--- src/rtl/multicycle_ctrl.sv ---
// multicycle_ctrl: main control FSM of the multicycle CPU (INIT, IF, ID, EX, MEM, WB)
// Inputs : clk, reset (async active-low), OpCode/Funct from IR, Zero from ALU
// Outputs: ALU control (ALUCtrl, Sign), datapath mux selects (ALUSrcA/B, ExtOp, PCSource,
//          IorD, RegDst, MemtoReg), write strobes (PCWrite, MemRead, MemWrite, IRWrite,
//          RegWrite) and per-instruction status pulses (Retired, Illegal)
module multicycle_ctrl (
    input  logic       clk,
    input  logic       reset,
    input  logic [5:0] OpCode,
    input  logic [5:0] Funct,
    input  logic       Zero,
    output logic [4:0] ALUCtrl,
    output logic       Sign,
    output logic [1:0] ALUSrcA,
    output logic [2:0] ALUSrcB,
    output logic       ExtOp,
    output logic       PCWrite,
    output logic [1:0] PCSource,
    output logic       IorD,
    output logic       MemRead,
    output logic       MemWrite,
    output logic       IRWrite,
    output logic       RegWrite,
    output logic [1:0] RegDst,
    output logic [1:0] MemtoReg,
    output logic       Retired,
    output logic       Illegal
);
    typedef enum logic [2:0] {S_INIT, S_IF, S_ID, S_EX, S_MEM, S_WB} state_t;
    localparam logic [4:0] ALU_ADD = 5'b00000, ALU_SUB = 5'b00001, ALU_AND = 5'b00010,
                           ALU_OR  = 5'b00011, ALU_XOR = 5'b00100, ALU_NOR = 5'b00101,
                           ALU_SLT = 5'b00110, ALU_SLL = 5'b10000, ALU_SRL = 5'b10001,
                           ALU_SRA = 5'b10010;
    state_t     r_state, w_state, w_next;
    logic       w_r, w_r_alu, w_r_shift, w_jr, w_iarith, w_lw, w_sw, w_beq, w_j, w_jal;
    logic       w_legal, w_unsigned, w_zext, w_mem, w_wb_path;
    logic [4:0] w_alu_op;
    // Spare encodings 6/7 behave exactly like INIT
    assign w_state    = (r_state > S_WB) ? S_INIT : r_state;
    assign w_r        = OpCode == 6'h00;
    assign w_r_alu    = w_r && (Funct[5:3] == 3'b100 || Funct == 6'h2A || Funct == 6'h2B);
    assign w_r_shift  = w_r && (Funct == 6'h00 || Funct == 6'h02 || Funct == 6'h03);
    assign w_jr       = w_r && Funct == 6'h08;
    assign w_iarith   = OpCode >= 6'h08 && OpCode <= 6'h0D;
    assign w_lw       = OpCode == 6'h23;
    assign w_sw       = OpCode == 6'h2B;
    assign w_beq      = OpCode == 6'h04;
    assign w_j        = OpCode == 6'h02;
    assign w_jal      = OpCode == 6'h03;
    assign w_legal    = w_r_alu | w_r_shift | w_jr | w_iarith | w_lw | w_sw | w_beq | w_j | w_jal;
    assign w_unsigned = (w_r && (Funct == 6'h21 || Funct == 6'h23 || Funct == 6'h2B)) ||
                        OpCode == 6'h09 || OpCode == 6'h0B;
    assign w_zext     = OpCode == 6'h0C || OpCode == 6'h0D;
    assign w_mem      = w_lw | w_sw;
    assign w_wb_path  = w_r_alu | w_r_shift | w_iarith;
    // IF must not depend on the not-yet-loaded IR, so its Sign is fixed to the ADD default
    assign Sign = (w_state == S_IF) || (w_state != S_INIT && !w_unsigned);
    always_comb begin
        w_alu_op = ALU_ADD;
        if (w_r)
            case (Funct)
                6'h22, 6'h23: w_alu_op = ALU_SUB;
                6'h24:        w_alu_op = ALU_AND;
                6'h25:        w_alu_op = ALU_OR;
                6'h26:        w_alu_op = ALU_XOR;
                6'h27:        w_alu_op = ALU_NOR;
                6'h2A, 6'h2B: w_alu_op = ALU_SLT;
                6'h00:        w_alu_op = ALU_SLL;
                6'h02:        w_alu_op = ALU_SRL;
                6'h03:        w_alu_op = ALU_SRA;
                default:      w_alu_op = ALU_ADD;
            endcase
        else
            case (OpCode)
                6'h0A, 6'h0B: w_alu_op = ALU_SLT;
                6'h0C:        w_alu_op = ALU_AND;
                6'h0D:        w_alu_op = ALU_OR;
                6'h04:        w_alu_op = ALU_SUB;
                default:      w_alu_op = ALU_ADD;
            endcase
    end
    always_comb begin
        ALUCtrl  = ALU_ADD;
        ALUSrcA  = 2'd0;
        ALUSrcB  = 3'd0;
        ExtOp    = 1'b0;
        PCWrite  = 1'b0;
        PCSource = 2'd0;
        IorD     = 1'b0;
        MemRead  = 1'b0;
        MemWrite = 1'b0;
        IRWrite  = 1'b0;
        RegWrite = 1'b0;
        RegDst   = 2'd0;
        MemtoReg = 2'd0;
        Retired  = 1'b0;
        Illegal  = 1'b0;
        w_next   = S_IF;
        case (w_state)
            S_IF: begin
                MemRead = 1'b1;
                IRWrite = 1'b1;
                ALUSrcB = 3'd1;
                PCWrite = 1'b1;
                w_next  = S_ID;
            end
            S_ID: begin
                // Branch target PC+4+(imm<<2) is precomputed into ALUOut here
                ALUSrcB  = 3'd3;
                ExtOp    = 1'b1;
                PCWrite  = w_j | w_jal | w_jr;
                PCSource = w_jr ? 2'd3 : (w_j | w_jal) ? 2'd2 : 2'd0;
                Retired  = w_j | w_jal | w_jr;
                RegWrite = w_jal;
                RegDst   = w_jal ? 2'd2 : 2'd0;
                MemtoReg = w_jal ? 2'd2 : 2'd0;
                Illegal  = !w_legal;
                w_next   = (w_j | w_jal | w_jr | !w_legal) ? S_IF : S_EX;
            end
            S_EX: begin
                ALUCtrl  = w_alu_op;
                ALUSrcA  = w_r_shift ? 2'd2 : 2'd1;
                ALUSrcB  = w_r_shift ? 3'd4 : (w_iarith | w_mem) ? 3'd2 : 3'd0;
                ExtOp    = (w_iarith | w_mem) && !w_zext;
                PCSource = w_beq ? 2'd1 : 2'd0;
                PCWrite  = w_beq && Zero;
                Retired  = w_beq;
                w_next   = w_mem ? S_MEM : w_wb_path ? S_WB : S_IF;
            end
            S_MEM: begin
                MemRead  = w_lw;
                MemWrite = w_sw;
                IorD     = w_mem;
                Retired  = w_sw;
                w_next   = w_lw ? S_WB : S_IF;
            end
            S_WB: begin
                RegWrite = 1'b1;
                Retired  = 1'b1;
                RegDst   = w_r ? 2'd1 : 2'd0;
                MemtoReg = w_lw ? 2'd1 : 2'd0;
            end
            default: w_next = S_IF;
        endcase
    end
    always_ff @(posedge clk or negedge reset)
        if (!reset) r_state <= S_INIT;
        else        r_state <= w_next;
endmodule

--- config.mk ---
export PLATFORM = sky130hd
export DESIGN_NAME = multicycle_ctrl
export DESIGN_NICKNAME = d
export VERILOG_FILES = /design/src/rtl/multicycle_ctrl.sv
export SDC_FILE = /design/constraint.sdc
export NUM_CORES = 1
export LEC_CHECK = 0
export ABC_AREA = 1
export BUFFER_PORTS_ARGS = -buffer_cell sky130_fd_sc_hd__buf_2
export CAP_MARGIN = 0
export CORE_MARGIN = 3
export CORE_UTILIZATION = 38
export DETAILED_ROUTE_END_ITERATION = 8
export GPL_ROUTABILITY_DRIVEN = 0
export GPL_TIMING_DRIVEN = 0
export PLACE_DENSITY = 0.83
export REMOVE_ABC_BUFFERS = 1
export SLEW_MARGIN = 20
export SYNTH_ARGS = -nofsm -noshare
export SYNTH_HDL_FRONTEND = slang
export SYNTH_SLANG_ARGS = --single-unit
--- constraint.sdc ---
create_clock -name clk -period 1.4 [get_ports clk]
set_clock_uncertainty 0.2 [all_clocks]
set_input_delay 0.28 -clock clk [delete_from_list [all_inputs] [get_ports clk]]
set_output_delay 0.28 -clock clk [all_outputs]
set_load 0.01 [all_outputs]
==> impl_metrics.tcl, run 1 <==
set metrics [dict create \
    status "complete, but fails checks" \
    violations "negative setup slack" \
    synth_area_leaders "nand2_1 16%, nand3_1 12%, nor2_1 11%, dfrtp_1 11%, inv_1 9.8%" \
    clock-sinks 3 \
    largest_registers "r_state: 3 flops" \
    cap_violations 0 \
    clockRootBuffer "clkbuf_4" \
    synth.cell_area_um2 689 \
    cp_max_fo 7 \
    async_flop_share_pct 100 \
    die_y_um 48.6 \
    syn2layout_area_growth_pct 71.0 \
    fin_cells 206 \
    antenna_found_initial 0 \
    critPathKind "reg2out" \
    ios 41 \
    htreeDepth 1 \
    die_area_mm2 0.00236 \
    synth_common_cells "30 x nand2_1, 21 x nor2_1, 18 x inv_1, 17 x nand3_1, 8 x o21ai_0" \
    worstPathRequired_ns 0.92 \
    seq_area_frac_synth_pct 10.9 \
    num_rows 14 \
    cp-start-kind "flop" \
    cp-end-kind "output pin" \
    port_buffers 39 \
    rsz0062_at_grt "true" \
    max_freq_mhz 511 \
    timing.hold.ws_ns 0.173 \
    clk_pin_slew_worst_paths_ns 0.04 \
    largest_reg_flops 3 \
    yosysWarnings 0 \
    tns_ns -10.73 \
    synth_top_area_share_pct 16.3 \
    yosysTopAreaCell "nand2_1" \
    ant_nets 0 \
    finalPower_uw 789 \
    maxSlewViolCount 0 \
    drc 0 \
    final_area_mm2 0.00118 \
    dpl.cell_count 190 \
    core_area_mm2 0.00161 \
    place_hpwl_mm 1.73 \
    place_worst_setup_slack_ns -0.448 \
    drive_gt1_share_pct 55.5 \
    yosysMostFrequentCell "nand2_1" \
    synth_edf_count 0 \
    dr_total_vias 1155 \
    syn_area_per_cell_um2 5.30 \
    drt_pass1_iterations 6 \
    p_leak_nw 0.610 \
    synth_ff_type "dfrtp_1" \
    die_w_um 48.6 \
    fin_ws_ns -0.555 \
    nets 198 \
    initialDrtViolationCount 75 \
    grt_pass1_wl_mm 4.45 \
    arrival_ns 1.48 \
    min_period_ns 1.96 \
    insertion_delay_ns 0.24 \
    setup_viol 25 \
    post-route-util_pct 73.1 \
    dpl-instance-area_um2 892 \
    wl_per_cell_um 15.1 \
    grt_max_degree 9 \
    cts_tree "yes" \
    antennaDiodeCount 0 \
    grt_pass1_vias 1003 \
    vdd_ir_drop_max_v 0.000771 \
    hold_violations 0 \
    initial_core_util_pct 42.8 \
    yosys_register_bits 3 \
    vias_per_cell 5.61 \
    syn-instance-count 130 \
    hold_path.class "in2async" \
    grtUsageTotal_pct 23.3 \
    synth_cell_type_count 23 \
    cts_buffers 3 \
    drt_wl_total_mm 3.12 \
    cts_buffer_depth 2 \
    p_per_area_mw_per_mm2 670 \
    post-route-period-util_pct 140 \
    regMostFlops "r_state" \
    grt_overflow 0 \
]
-- routing by layer --
layer / wire, um / global-route usage (%) / vias to the layer above
met5: 0 / 0 / -
met4: 129 / 7.11 / 0
met3: 433 / 7.06 / 20
met2: 1460 / 40.1 / 107
met1: 1090 / 27.5 / 502
li1: - / - / 526
-- critical path: stages (launching register included) --
cell,delay [ns]
dfrtp_2,0.43
inv_1,0.11
nor2_4,0.20
inv_4,0.09
o21ai_2,0.12
o21a_1,0.14
buf_2,0.15
-- layout make-up --
cell class                      instances  area (um^2)
Clock buffer                            4         26.3
Fill cell                             123          433
Inverter                               19         73.8
Multi-Input combinational cell        105          663
Sequential cell                         3         77.6
Tap cell                               24         30.0
Timing Repair Buffer                   51          308
-- cell usage in the layout, fill, tap and decap left out, types with 2 or more instances in the layout --
cell type	synthesis	layout
nand3_1	17	11
nand2_2	2	4
a211oi_1	3	3
nor3_1	4	2
buf_2	0	37
nor2_4	2	7
o21ai_1	1	2
o21ai_2	0	3
nor2_1	21	11
inv_1	18	14
nor2_2	7	12
dfrtp_2	0	2
nor3_2	0	2
clkbuf_4	0	3
nand3_2	2	7
nand2_4	0	3
buf_4	3	9
inv_2	1	4
nand2_1	30	25
o21ai_0	8	4
buf_6	0	4
-- cell families (layout without fill, tap and decap cells) --
logic type,Yosys count,count (layout),synth area share [%]
simple gates,88,88,60.3
buf+inv,22,74,13.6
flops,3,3,10.9
compound gates,16,16,14.7
other cells,1,1,0.544
-- timing repair --
| action | 4_1_cts | 5_1_grt |
|---|---|---|
| endpoints found under the hold margin | 3 | 0 |
| setup buffers | 10 | 3 |
| endpoints found under the setup margin | 25 | 26 |
| hold buffers | 1 | 0 |
| resized for setup | 34 | 17 |
| pin swaps | 11 | 9 |
-- power by group --
part	total (mW)	internal, mW	switching [mW]
combinational	0.512	0.215	0.297
sequential	0.125	0.102	0.0230
clock	0.153	0.107	0.0461
total	0.789	0.424	0.366
-- worst paths after layout --
path,cells after the start,slack [ns],start,end
min,2,0.17,reset,r_state[0]
max,6,-0.56,r_state[0],ALUCtrl[0]
max reg2reg,4,0.05,r_state[1],r_state[2]
min reg2reg,1,0.39,r_state[0],r_state[0]
min in group clk,5,0.34,OpCode[4],r_state[0]
max in group asynchronous,2,0.70,reset,r_state[1]
No activity file was read; power rests on OpenSTA's default activity.
==> run 2: changes to the inputs <==
--- a/config.mk
+++ b/config.mk
@@ -13,7 +13,7 @@
 export DETAILED_ROUTE_END_ITERATION = 8
 export GPL_ROUTABILITY_DRIVEN = 0
 export GPL_TIMING_DRIVEN = 0
-export PLACE_DENSITY = 0.83
+export PLACE_DENSITY = 0.74
 export REMOVE_ABC_BUFFERS = 1
 export SLEW_MARGIN = 20
 export SYNTH_ARGS = -nofsm -noshare
==> run 2 against run 1 <==
Compared with the run above:
- the flow still finishes with violations (negative setup slack)
- cell area up 0.85%
- die area is the same
- first-iteration DRC count fell by 32%
- setup slack better by 0.061 ns
- hold slack better by 0.0067 ns
- via count down 6.1%
- global-route usage decreased by 1.5 points
- sequential power is essentially flat
- utilization up 0.62 points
- flip-flop and latch count did not move
==> impl_metrics.tcl, run 2 (same netlist as run 1, synthesis figures left out) <==
set metrics [dict create \
    cts_tree "yes" \
    switching_share_pct 43.8 \
    setup_viol 25 \
    post-route-util_pct 73.8 \
    hold_violations 0 \
    core_area_mm2 0.00161 \
    die_w_um 48.6 \
    post-route-period-util_pct 135 \
    grt_pass1_wl_mm 4.26 \
    worstPathRequired_ns 0.92 \
    arrival_ns 1.41 \
    die_y_um 48.6 \
    vdd_ir_drop_max_v 0.000824 \
    antenna_found_initial 0 \
    syn2layout_area_growth_pct 72.4 \
    port_buffers 39 \
    regMostFlops "r_state" \
    drc 0 \
    drt_wl_total_mm 2.76 \
    place_hpwl_mm 1.68 \
    nFillCells 136 \
    hold_path.class "in2async" \
    initial_core_util_pct 42.8 \
    critPathKind "reg2out" \
    cts_buffer_depth 2 \
    drive_gt1_share_pct 56.0 \
    layout_commonest_cell "buf_2" \
    cp-end-kind "output pin" \
    pwr-share-comb_pct 65.9 \
    p_leak_nw 0.612 \
    layout_common_cells "35 x buf_2, 21 x nand2_1, 13 x inv_1, 12 x nor2_1, 12 x nand3_1" \
    violations "negative setup slack" \
    cp_max_fo 4 \
    antennaDiodeCount 0 \
    nets 198 \
    insertion_delay_ns 0.23 \
    p_switching_uw 346 \
    grt_overflow 0 \
    rsz0062_at_grt "true" \
    grtUsageTotal_pct 21.7 \
    p_per_area_mw_per_mm2 665 \
    clock-sinks 3 \
    seqPwrFrac_pct 15.8 \
    cp-start-kind "flop" \
    maxSlewViolCount 0 \
    internal_power_uw 444 \
    cts_buffers 3 \
    dr_total_vias 1084 \
    num_rows 14 \
    final_area_mm2 0.00119 \
    largest_reg_flops 3 \
    status "complete, but fails checks" \
    timing.hold.ws_ns 0.180 \
    htreeDepth 1 \
    clk_pin_slew_worst_paths_ns 0.03 \
    ant_nets 0 \
    grt_max_degree 9 \
    drt_pass1_iterations 4 \
    fin_ws_ns -0.494 \
    wl_per_cell_um 13.4 \
    initialDrtViolationCount 51 \
    clockRootBuffer "clkbuf_4" \
    ios 41 \
    vias_per_cell 5.26 \
    die_area_mm2 0.00236 \
    min_period_ns 1.89 \
    grt_pass1_vias 1005 \
    clock_power_share_pct 18.3 \
    max_freq_mhz 528 \
    tns_ns -10.08 \
    largest_registers "r_state: 3 flops" \
    cap_violations 0 \
    dpl-instance-area_um2 892 \
]
==> run 2: cell counts in the layout (fill, tap and decap cells not counted) <==
No cell type changed its count.
==> run 2: worst max-delay path, cell delays in order, from the launching register on <==
cell and delay (ns):
dfrtp_1 0.39, inv_2 0.11, nand2_4 0.07, nor2_4 0.15, buf_6 0.15, nand2_4 0.06, o2111ai_2 0.08, buf_2 0.17
==> run 2: area by class of cell <==
type | instances | area [um^2] | share of cell area [%]
multi-input cells | 105 | 657 | 55.3
repair buffers | 51 | 324 | 27.3
flip-flops and latches | 3 | 77.6 | 6.53
inverters | 19 | 73.8 | 6.21
well taps | 24 | 30.0 | 2.53
clock buffers | 4 | 26.3 | 2.21
==> run 2: metal layers <==
metal / track usage (%) / vias up / routed length (um)
li1: - / 523 / -
met1: 27.0 / 490 / 1120
met2: 38.5 / 67 / 1360
met3: 4.29 / 4 / 247
met4: 4.74 / 0 / 29
met5: 0 / - / 0
==> run 2: timing repair <==
action	in CTS	in global routing
endpoints found under the setup margin	25	27
hold buffers	1	0
gates resized for setup	39	20
setup buffers	10	3
pin swaps	15	5
hold endpoints to repair	3	0
==> run 2: power by group through the flow <==
stage	sequential (mW)	combinational [mW]	clock, mW
5_1_grt	0.126	0.568	0.170
2_1_floorplan	0.109	0.190	0
3_5_place_dp	0.111	0.309	0
3_3_place_gp	0.111	0.303	0
6_report	0.125	0.521	0.144
4_1_cts	0.117	0.475	0.150
==> run 2: through the flow <==
stage / instances / total power [mW] / setup slack [ns]
after CTS: 204 / 0.742 / -0.453
final: 206 / 0.790 / -0.494
after global routing: 206 / 0.865 / -0.624
after global placement: 190 / 0.414 / -0.446
after floorplan: 127 / 0.299 / -0.369
after detailed placement: 190 / 0.420 / -0.458
==> run 2: final timing paths <==
path / to / startpoint / depth (start not counted) / slack [ns]
max: Retired / r_state[2] / 7 / -0.49
max reg2reg: r_state[1] / r_state[2] / 7 / 0.05
min reg2reg: r_state[0] / r_state[0] / 1 / 0.37
min: r_state[2] / reset / 2 / 0.18
max in group asynchronous: r_state[1] / reset / 2 / 0.70
min in group clk: r_state[2] / Funct[3] / 6 / 0.34
